`config.mk`:
```
export PLATFORM = sky130hd
export DESIGN_NAME = board_io_frontend_flat
export DESIGN_NICKNAME = d
export VERILOG_FILES = /design/src/rtl/board_io_pkg.sv /design/src/rtl/board_io_if.sv /design/src/rtl/key_debounce.sv /design/src/rtl/board_io_frontend.sv /design/src/flat_wrapper.sv
export SDC_FILE = /design/constraint.sdc
export NUM_CORES = 1
export LEC_CHECK = 0
export CORE_ASPECT_RATIO = 1.5
export CORE_MARGIN = 8
export CORE_UTILIZATION = 57
export CTS_BUF_LIST = sky130_fd_sc_hd__clkbuf_16
export DETAILED_ROUTE_END_ITERATION = 12
export PLACE_DENSITY = 0.85
export RECOVER_POWER = 100
export SKIP_CTS_REPAIR_TIMING = 1
export SYNTH_ARGS = -nofsm -noshare
export SYNTH_HDL_FRONTEND = slang
export SYNTH_SLANG_ARGS = --single-unit
```
`constraint.sdc`:
```
create_clock -name CLOCK_50 -period 2.8 [get_ports CLOCK_50]
set_input_delay 0.56 -clock CLOCK_50 [delete_from_list [all_inputs] [get_ports CLOCK_50]]
set_output_delay 0.56 -clock CLOCK_50 [all_outputs]
set_load 0.005 [all_outputs]
```
`src/rtl/board_io_pkg.sv`:
```
// Shared constants and the seven-segment decoder for the board I/O front end.
package board_io_pkg;

  localparam logic [6:0] SEG_BLANK   = 7'h7F;
  localparam int         SYNC_STAGES = 2;

  // Active-low {g,f,e,d,c,b,a} pattern for one hex nibble.
  function automatic logic [6:0] hex_to_seg(input logic [3:0] nib);
    case (nib)
      4'h0:    return 7'h40;
      4'h1:    return 7'h79;
      4'h2:    return 7'h24;
      4'h3:    return 7'h30;
      4'h4:    return 7'h19;
      4'h5:    return 7'h12;
      4'h6:    return 7'h02;
      4'h7:    return 7'h78;
      4'h8:    return 7'h00;
      4'h9:    return 7'h10;
      4'hA:    return 7'h08;
      4'hB:    return 7'h03;
      4'hC:    return 7'h46;
      4'hD:    return 7'h21;
      4'hE:    return 7'h06;
      default: return 7'h0E;
    endcase
  endfunction

endpackage

```
`src/rtl/board_io_if.sv`:
```
// Core-facing bundle: conditioned inputs toward the core, display data back.
interface board_io_if #(
  parameter int N_SW  = 16,
  parameter int N_KEY = 4,
  parameter int N_HEX = 8
);
  logic [N_SW-1:0]    sw_sync;
  logic [N_KEY-1:0]   key_level;
  logic [N_KEY-1:0]   key_press;
  logic [N_KEY-1:0]   key_rel;
  logic               run_en;
  logic [4*N_HEX-1:0] hex_value;
  logic [N_HEX-1:0]   hex_blank;

  // Front end drives the conditioned signals and consumes display data.
  modport master (
    output sw_sync, key_level, key_press, key_rel, run_en,
    input  hex_value, hex_blank
  );

  // Core side.
  modport slave (
    input  sw_sync, key_level, key_press, key_rel, run_en,
    output hex_value, hex_blank
  );
endinterface

```
`src/rtl/key_debounce.sv`:
```
// One debounce channel: a level changes only after DEBOUNCE_CYCLES stable cycles.
module key_debounce #(
  parameter int DEBOUNCE_CYCLES = 500000
) (
  input  logic CLOCK_50,
  input  logic reset,
  input  logic key_sync_n,   // synchronised pin, 0 = pressed
  output logic level,
  output logic press,
  output logic rel,
  output logic press_next    // press value being registered this cycle
);

  localparam int CNT_W = (DEBOUNCE_CYCLES > 1) ? $clog2(DEBOUNCE_CYCLES) : 1;
  localparam logic [CNT_W-1:0] TERM = CNT_W'(DEBOUNCE_CYCLES - 1);

  logic             k;
  logic [CNT_W-1:0] cnt_d, cnt_q;
  logic             level_d, level_q;
  logic             press_d, press_q;
  logic             rel_d, rel_q;

  assign k = ~key_sync_n;

  // Count while the input disagrees with the level; any agreement clears it.
  always_comb begin
    // NOTE: every signal gets a default here so no path leaves it unassigned (no latch).
    cnt_d   = '0;
    level_d = level_q;
    press_d = 1'b0;
    rel_d   = 1'b0;
    if (k != level_q) begin
      if (cnt_q == TERM) begin
        level_d = k;
        press_d = k;
        rel_d   = ~k;
      end else begin
        cnt_d = cnt_q + 1'b1;
      end
    end
  end

  // State and pulses share one register stage, so pulses align with the level edge.
  always_ff @(posedge CLOCK_50) begin
    // NOTE: reset is synchronous; it is just a priority term on the next-state value.
    if (reset) begin
      cnt_q   <= '0;
      level_q <= 1'b0;
      press_q <= 1'b0;
      rel_q   <= 1'b0;
    end else begin
      // NOTE: non-blocking so every flop samples the pre-edge values.
      cnt_q   <= cnt_d;
      level_q <= level_d;
      press_q <= press_d;
      rel_q   <= rel_d;
    end
  end

  assign level      = level_q;
  assign press      = press_q;
  assign rel        = rel_q;
  assign press_next = press_d;

endmodule

```
`src/rtl/board_io_frontend.sv`:
```
// Board-pin conditioning for the core: sync, debounce, run-enable, 7-seg drive.
module board_io_frontend
  import board_io_pkg::*;
#(
  parameter int N_SW            = 16,
  parameter int N_KEY           = 4,
  parameter int N_HEX           = 8,
  parameter int DEBOUNCE_CYCLES = 500000,
  parameter int STEP_KEY        = 1
) (
  input  logic               CLOCK_50,
  input  logic               reset,
  input  logic [N_SW-1:0]    sw_raw,
  input  logic [N_KEY-1:0]   key_raw,
  input  logic               step_mode,
  output logic [7*N_HEX-1:0] hex_seg,
  board_io_if.master         core
);

  logic [SYNC_STAGES-1:0][N_SW-1:0]  sw_pipe_d, sw_pipe_q;
  logic [SYNC_STAGES-1:0][N_KEY-1:0] key_pipe_d, key_pipe_q;
  logic [SYNC_STAGES-1:0]            step_pipe_d, step_pipe_q;
  logic                              run_en_d, run_en_q;
  logic [7*N_HEX-1:0]                hex_seg_d, hex_seg_q;
  logic [N_KEY-1:0]                  key_level, key_press, key_rel, press_next;

  // Shift each asynchronous input one stage deeper; display and run-enable next values.
  always_comb begin
    sw_pipe_d   = {sw_pipe_q[SYNC_STAGES-2:0], sw_raw};
    key_pipe_d  = {key_pipe_q[SYNC_STAGES-2:0], key_raw};
    step_pipe_d = {step_pipe_q[SYNC_STAGES-2:0], step_mode};
    run_en_d    = step_pipe_q[SYNC_STAGES-1] ? press_next[STEP_KEY] : 1'b1;
    hex_seg_d   = '1;
    for (int i = 0; i < N_HEX; i++) begin
      hex_seg_d[7*i +: 7] = core.hex_blank[i] ? SEG_BLANK
                                              : hex_to_seg(core.hex_value[4*i +: 4]);
    end
  end

  // Synchronisers, run-enable and display registers.
  always_ff @(posedge CLOCK_50) begin
    if (reset) begin
      sw_pipe_q   <= '0;
      key_pipe_q  <= '1;
      step_pipe_q <= '0;
      run_en_q    <= 1'b0;
      hex_seg_q   <= '1;
    end else begin
      sw_pipe_q   <= sw_pipe_d;
      key_pipe_q  <= key_pipe_d;
      step_pipe_q <= step_pipe_d;
      run_en_q    <= run_en_d;
      hex_seg_q   <= hex_seg_d;
    end
  end

  for (genvar g = 0; g < N_KEY; g++) begin : g_key
    key_debounce #(
      .DEBOUNCE_CYCLES (DEBOUNCE_CYCLES)
    ) u_debounce (
      .CLOCK_50   (CLOCK_50),
      .reset      (reset),
      .key_sync_n (key_pipe_q[SYNC_STAGES-1][g]),
      .level      (key_level[g]),
      .press      (key_press[g]),
      .rel        (key_rel[g]),
      .press_next (press_next[g])
    );
  end

  assign core.sw_sync   = sw_pipe_q[SYNC_STAGES-1];
  assign core.key_level = key_level;
  assign core.key_press = key_press;
  assign core.key_rel   = key_rel;
  assign core.run_en    = run_en_q;
  assign hex_seg        = hex_seg_q;

endmodule

```
`src/flat_wrapper.sv`:
```
// flat-port wrapper written by rule: the top's interface ports become plain ports
module board_io_frontend_flat import board_io_pkg::*;
#(
  parameter int N_SW            = 16,
  parameter int N_KEY           = 4,
  parameter int N_HEX           = 8,
  parameter int DEBOUNCE_CYCLES = 500000,
  parameter int STEP_KEY        = 1
)
  (CLOCK_50, reset, sw_raw, key_raw, step_mode, hex_seg, core_sw_sync, core_key_level, core_key_press, core_key_rel, core_run_en, core_hex_value, core_hex_blank);
  board_io_if #(.N_SW(N_SW), .N_KEY(N_KEY), .N_HEX(N_HEX)) core_i ();
  input  logic CLOCK_50;
  input  logic reset;
  input  logic [N_SW-1:0] sw_raw;
  input  logic [N_KEY-1:0] key_raw;
  input  logic step_mode;
  output logic [7*N_HEX-1:0] hex_seg;
  output wire logic [$bits(core_i.sw_sync)-1:0] core_sw_sync;
  output wire logic [$bits(core_i.key_level)-1:0] core_key_level;
  output wire logic [$bits(core_i.key_press)-1:0] core_key_press;
  output wire logic [$bits(core_i.key_rel)-1:0] core_key_rel;
  output wire logic [$bits(core_i.run_en)-1:0] core_run_en;
  input wire logic [$bits(core_i.hex_value)-1:0] core_hex_value;
  input wire logic [$bits(core_i.hex_blank)-1:0] core_hex_blank;
  assign core_sw_sync = core_i.sw_sync;
  assign core_key_level = core_i.key_level;
  assign core_key_press = core_i.key_press;
  assign core_key_rel = core_i.key_rel;
  assign core_run_en = core_i.run_en;
  assign core_i.hex_value = core_hex_value;
  assign core_i.hex_blank = core_hex_blank;
  board_io_frontend #(.N_SW(N_SW), .N_KEY(N_KEY), .N_HEX(N_HEX), .DEBOUNCE_CYCLES(DEBOUNCE_CYCLES), .STEP_KEY(STEP_KEY)) u_core (.CLOCK_50(CLOCK_50), .reset(reset), .sw_raw(sw_raw), .key_raw(key_raw), .step_mode(step_mode), .hex_seg(hex_seg), .core(core_i));
endmodule
```
==> impl_metrics.tcl, run 1 <==
set metrics [dict create \
    drive_gt1_frac 0.06061 \
    die_h_um 164.2 \
    hold_class "reg2reg" \
    status "finished, final reports clean" \
    clock_power_share 0.390 \
    placed_cell_area_um2 9887 \
    final_nets 1125 \
    setup_viol 0 \
    gp_congestion 0.9716 \
    fillCellCount 1111 \
    design_area_um2 10360 \
    yosys_warnings 0 \
    p_seq_frac 0.516 \
    htreeDepth 4 \
    synth_seq_cells 187 \
    pin_count 148 \
    syn_nets 995 \
    regToRegStartpoint "u_core.g_key[2].u_debounce.cnt_q[9]" \
    rows 54 \
    worstMarginPinSlew_ns 0.9999 \
    avgRoutedWirePerCell_um 15.44 \
    hp-start "u_core.key_pipe_d[7]" \
    synth_cells 880 \
    slowest_delay_ns 0.67 \
    ys.flop_type "dfxtp_1" \
    cp_data_arrival_time_ns 2.60 \
    ys_types 54 \
    place.port_buffers 147 \
    place_ws_ns 0.3079 \
    end_kind "flip-flop" \
    cts.sinks 187 \
    power.internal_w 0.004116 \
    p_sw_w 0.001235 \
    synth_edf_count 0 \
    vias 6684 \
    slowest_stage "or4b_2" \
    crit_fanout 17 \
    worst_slack_ns 0.4883 \
    drt_iter0_drc 302 \
    firstDrtPassIters 4 \
    timing.final.crit_share 0.8256 \
    die_w_um 114.8 \
    p_leak_nw 3.708 \
    path_clk_slew_ns 0.06 \
    antenna_found_initial 0 \
    slew_headroom 0.3334 \
    post-dp-hpwl_um 14310 \
    drv_slew 0 \
    rr_worst_depth 4 \
    async_reset_ff_frac 0 \
    grt.overflow.total 0 \
    rr_endpoint "u_core.g_key[2].u_debounce.cnt_q[6]" \
    layout_common_cells "dfxtp_1 (187), dlygate4sd3_1 (92), nor2_1 (89)" \
    antenna_left 0 \
    hold_viol 0 \
    cts_buffer_depth 2 \
    via_per_inst 5.483 \
    syn_area_um2 8347 \
    die-area_um2 18850 \
    ys_seq_area_frac 0.4485 \
    layout_commonest_cell "dfxtp_1" \
    period_needed_ns 2.312 \
    core-area_um2 14460 \
    cp-start-kind "flip-flop" \
    area_growth_pct 24.18 \
    path_class "reg2reg" \
    critPathRequiredTime_ns 3.09 \
    antenna_cells 0 \
    setup-tns-final_ns 0 \
    crit_chain "or4b_2, nor4_1, a21o_1, nor2_1" \
    grt_pass1_wl_um 30630 \
    cts_tree "yes" \
    ir_drop_mv 0.4610 \
    place_inst 1187 \
    clock_latency_ns 0.42 \
    finalPower_w 0.005351 \
    crit_end "u_core.g_key[2].u_debounce.cnt_q[6]" \
    first_global_vias 6558 \
    layout.cells.non_filler 1219 \
    power_frac_comb 0.095 \
    start_util 0.5773 \
    startpoint "u_core.g_key[2].u_debounce.cnt_q[9]" \
    drc 0 \
    sw_frac_of_total 0.2309 \
    rsz0062_at_grt "no" \
    fmax_mhz 432.6 \
    grt_usage 0.2043 \
    numCtsBuffers 17 \
    power_density_nw_per_um2 516.2 \
    cap_violations 0 \
    skew_ns 0.009134 \
    rrSetupSlack_ns 0.49 \
    grt_max_degree 54 \
    routed_wl_um 18830 \
    root_buffer "clkbuf_16" \
    syn_avg_cell_area_um2 9.485 \
]
cells in the mapped netlist, types with 18 or more instances:
master,n,share of area
xnor2_1,42,0.044
dfxtp_1,187,0.45
nand3_1,35,0.021
ha_1,52,0.078
o311ai_0,18,0.019
inv_1,44,0.020
nand4_1,19,0.014
nand2_1,51,0.023
a21oi_1,20,0.012
nor2_1,89,0.040
nor3_1,20,0.012
nor2b_1,39,0.029
o21ai_0,24,0.014
o211ai_1,30,0.027
critical path: cells and delay by family (launching register included):
| kind | cells | cell delay (ns) |
|---|---|---|
| AOI/OAI and AO/OA | 1 | 0.56 |
| DFF | 1 | 0.33 |
| and+or+nand+nor | 3 | 1.30 |
registers in the layout (all words and copies together) (netlist names), 2 cells and up:
register                       cells
u_core.g_key.u_debounce.cnt_q     76
u_core.hex_seg                    56
u_core.core.sw_sync               16
u_core.sw_pipe_d                  16
u_core.g_key.u_debounce.level      4
u_core.g_key.u_debounce.press      4
u_core.g_key.u_debounce.rel        4
u_core.key_pipe_d                  4
u_core.key_pipe_q                  4
u_core.step_pipe_q                 2
final cells by class:
| type | instances | area (um2) | share of cell area |
|---|---|---|---|
| clock buffers | 17 | 425.4 | 0.04104 |
| clock inverters | 15 | 85.08 | 0.008209 |
| inverters | 44 | 165.2 | 0.01593 |
| multi-input cells | 606 | 4185 | 0.4038 |
| flip-flops and latches | 187 | 3744 | 0.3612 |
| well taps | 196 | 245.2 | 0.02366 |
| repair buffers | 154 | 1515 | 0.1462 |
worst min path at each step:
stage,cells after the start,end,slack [ns]
floorplan,1,u_core.core.run_en,0.38
global placement,1,u_core.key_pipe_q[7],0.39
detailed placement,1,u_core.key_pipe_q[7],0.40
CTS,1,u_core.key_pipe_q[7],0.42
global route,1,u_core.key_pipe_q[4],0.42
finish,1,u_core.key_pipe_q[7],0.41
cells by family (layout without fill, tap and decap cells):
group	Yosys count	count (layout)	synth area share
XOR/XNOR	57	57	0.05981
AO/OA/AOI/OAI	130	130	0.1082
multiplexers	21	21	0.03568
flip-flops	187	187	0.4485
buffers and inverters	87	230	0.04812
adder cells (fa/ha/maj)	52	52	0.07795
AND/OR/NAND/NOR	346	346	0.2217
power by group through the flow:
stage / Sequential, W / Combinational, W / Clock, W
after CTS: 0.00276 / 0.000533 / 0.00213
final: 0.00276 / 0.000506 / 0.00208
after global placement: 0.00282 / 0.000515 / 0
after floorplan: 0.00283 / 0.000223 / 0
after detailed placement: 0.00282 / 0.000529 / 0
after global routing: 0.00277 / 0.000555 / 0.00224
per-stage QoR:
stage	utilization	hold slack, ns
after floorplan	-	0.3846
after CTS	0.7191	0.4159
final	0.7169	0.4118
after global placement	0.6838	0.3918
after global routing	0.7169	0.4230
after detailed placement	0.6838	0.4009
layer usage:
metal	up-vias	global-route usage	part of all wire
met2	203	0.3668	0.51
met3	41	0.09643	0.097
met4	0	0.09838	0.032
met1	3107	0.1905	0.36
li1	3333	-	-
met5	-	0	0
(Power assumes the default switching activity.)
==> inputs of run 2 (changes only) <==
Settings changed: CORE_UTILIZATION 57 to 53, PLACE_DENSITY 0.85 to 0.8.
Clock period 2.8 ns to 2.4 ns, I/O delays scaled along.
==> impl_metrics.tcl, run 2 (synthesis results as in run 1) <==
set metrics [dict create \
    largest_reg_flops 76 \
    hold_viol 0 \
    routed_wl_um 18770 \
    htreeDepth 4 \
    die-area_um2 20100 \
    placed_cell_area_um2 10050 \
    setup_viol 0 \
    place_inst 1215 \
    skew_ns 0.009672 \
    cp_data_arrival_time_ns 2.43 \
    antenna_cells 0 \
    grt_max_degree 44 \
    drc 0 \
    slowest_delay_ns 0.62 \
    worstMarginPinSlew_ns 0.6769 \
    drv_slew 0 \
    timing.final.crit_share 0.8826 \
    place.port_buffers 147 \
    final_core_util 0.6829 \
    root_buffer "clkbuf_16" \
    first_global_vias 6774 \
    regMostFlops "u_core.g_key.u_debounce.cnt_q" \
    setup-tns-final_ns 0 \
    pin_count 148 \
    power_density_nw_per_um2 636.4 \
    cts_tree "yes" \
    cp-start-kind "flip-flop" \
    period_needed_ns 2.118 \
    start_util 0.5366 \
    fillCellCount 1278 \
    drive_gt1_frac 0.07854 \
    crit_chain "or4b_2, nor4_2, a21o_1, buf_4, nor2_1" \
    p_leak_nw 3.841 \
    antenna_found_initial 1 \
    end_kind "flip-flop" \
    post-dp-hpwl_um 14330 \
    grt_pass1_wl_um 31080 \
    numCtsBuffers 17 \
    hold_class "reg2reg" \
    antenna_left 0 \
    cap_violations 0 \
    area_growth_pct 27.27 \
    avgRoutedWirePerCell_um 15.06 \
    core-area_um2 15550 \
    vias 6691 \
    rsz0062_at_grt "no" \
    firstDrtPassIters 6 \
    drt_iter0_drc 442 \
    critPathRequiredTime_ns 2.71 \
    gp_congestion 0.8724 \
    grt.overflow.total 0 \
    crit_fanout 17 \
    die_w_um 118.5 \
    via_per_inst 5.366 \
    die_h_um 169.7 \
    ir_drop_mv 0.4987 \
    cts_buffer_depth 2 \
    status "finished, final reports clean" \
    fmax_mhz 472.1 \
    design_area_um2 10620 \
    slowest_stage "or4b_2" \
    layout_commonest_cell "dfxtp_1" \
    layout.cells.non_filler 1247 \
    path_clk_slew_ns 0.07 \
    final_nets 1146 \
    layout_common_cells "dfxtp_1 (187), dlygate4sd3_1 (95), nor2_1 (89)" \
    cts.sinks 187 \
    grt_usage 0.1883 \
    clock_latency_ns 0.43 \
    path_class "reg2reg" \
    slew_headroom 0.5446 \
    rows 56 \
]
[run 2: cell count changes in the layout (fill, tap and decap cells not counted), sizes merged]
cell	delta
clkinv	-8
buf	+13
clkdlybuf4s50	-3
bufinv	+4
clkbuf	+8
dlygate4sd3	+3
inv	+4
[run 2: path summary, 6_finish.rpt]
path              slack [ns]  cells after the start                             endpoint                           startpoint
setup / recovery        0.28                      5  u_core.g_key[1].u_debounce.cnt_q[9]  u_core.g_key[1].u_debounce.cnt_q[8]
setup reg to reg        0.28                      5  u_core.g_key[1].u_debounce.cnt_q[9]  u_core.g_key[1].u_debounce.cnt_q[8]
hold / removal          0.40                      1                   u_core.core.run_en                u_core.step_pipe_q[1]
hold reg to reg         0.40                      1                   u_core.core.run_en                u_core.step_pipe_q[1]
[run 2: cell type report]
type / count / area, um2 / share of cell area
Inverter: 44 / 165.2 / 0.01555
Clock buffer: 17 / 425.4 / 0.04005
Multi-Input combinational cell: 606 / 4183 / 0.3938
Sequential cell: 187 / 3744 / 0.3524
Tap cell: 203 / 254.0 / 0.02391
Timing Repair Buffer: 175 / 1655 / 0.1558
Clock inverter: 15 / 196.4 / 0.01849
[run 2: through the flow]
step                power [W]  hold slack [ns]  worst slack, ns
floorplan            0.003558           0.3846           0.5328
global placement     0.003916           0.3930           0.1435
detailed placement   0.003931           0.3933          0.09122
CTS                  0.006872           0.3774           0.3931
global route         0.007029           0.4142           0.1580
finish               0.006760           0.4012           0.2819
[run 2: worst max-delay path: cells and delay by family, from the launching register on]
family	cells	cell delay, ns
AO/OA/AOI/OAI	1	0.19
AND/OR/NAND/NOR	3	1.16
buffers and inverters	1	0.21
flip-flops	1	0.43
[run 2: power breakdown]
part | switching [W] | internal [W] | total, W
Sequential | 0.0000243 | 0.00319 | 0.00322
Combinational | 0.000279 | 0.000324 | 0.000602
Clock | 0.00119 | 0.00174 | 0.00294
[run 2: per-layer routing]
| metal | up-vias | routed length [um] | GRT usage |
|---|---|---|---|
| met5 | - | 13 | 0 |
| met4 | 2 | 576 | 0.1005 |
| met3 | 42 | 1770 | 0.09058 |
| met2 | 180 | 9365 | 0.3278 |
| met1 | 3108 | 7047 | 0.1813 |
| li1 | 3359 | - | - |
==> inputs of run 3 (changes only) <==
Settings changed: ABC_AREA set to 0, ABC_CLOCK_PERIOD_IN_PS set to 2400, CAP_MARGIN set to 20.
==> results of run 3 <==
No change in the layout: final DEF, timing and power equal those of run 2.
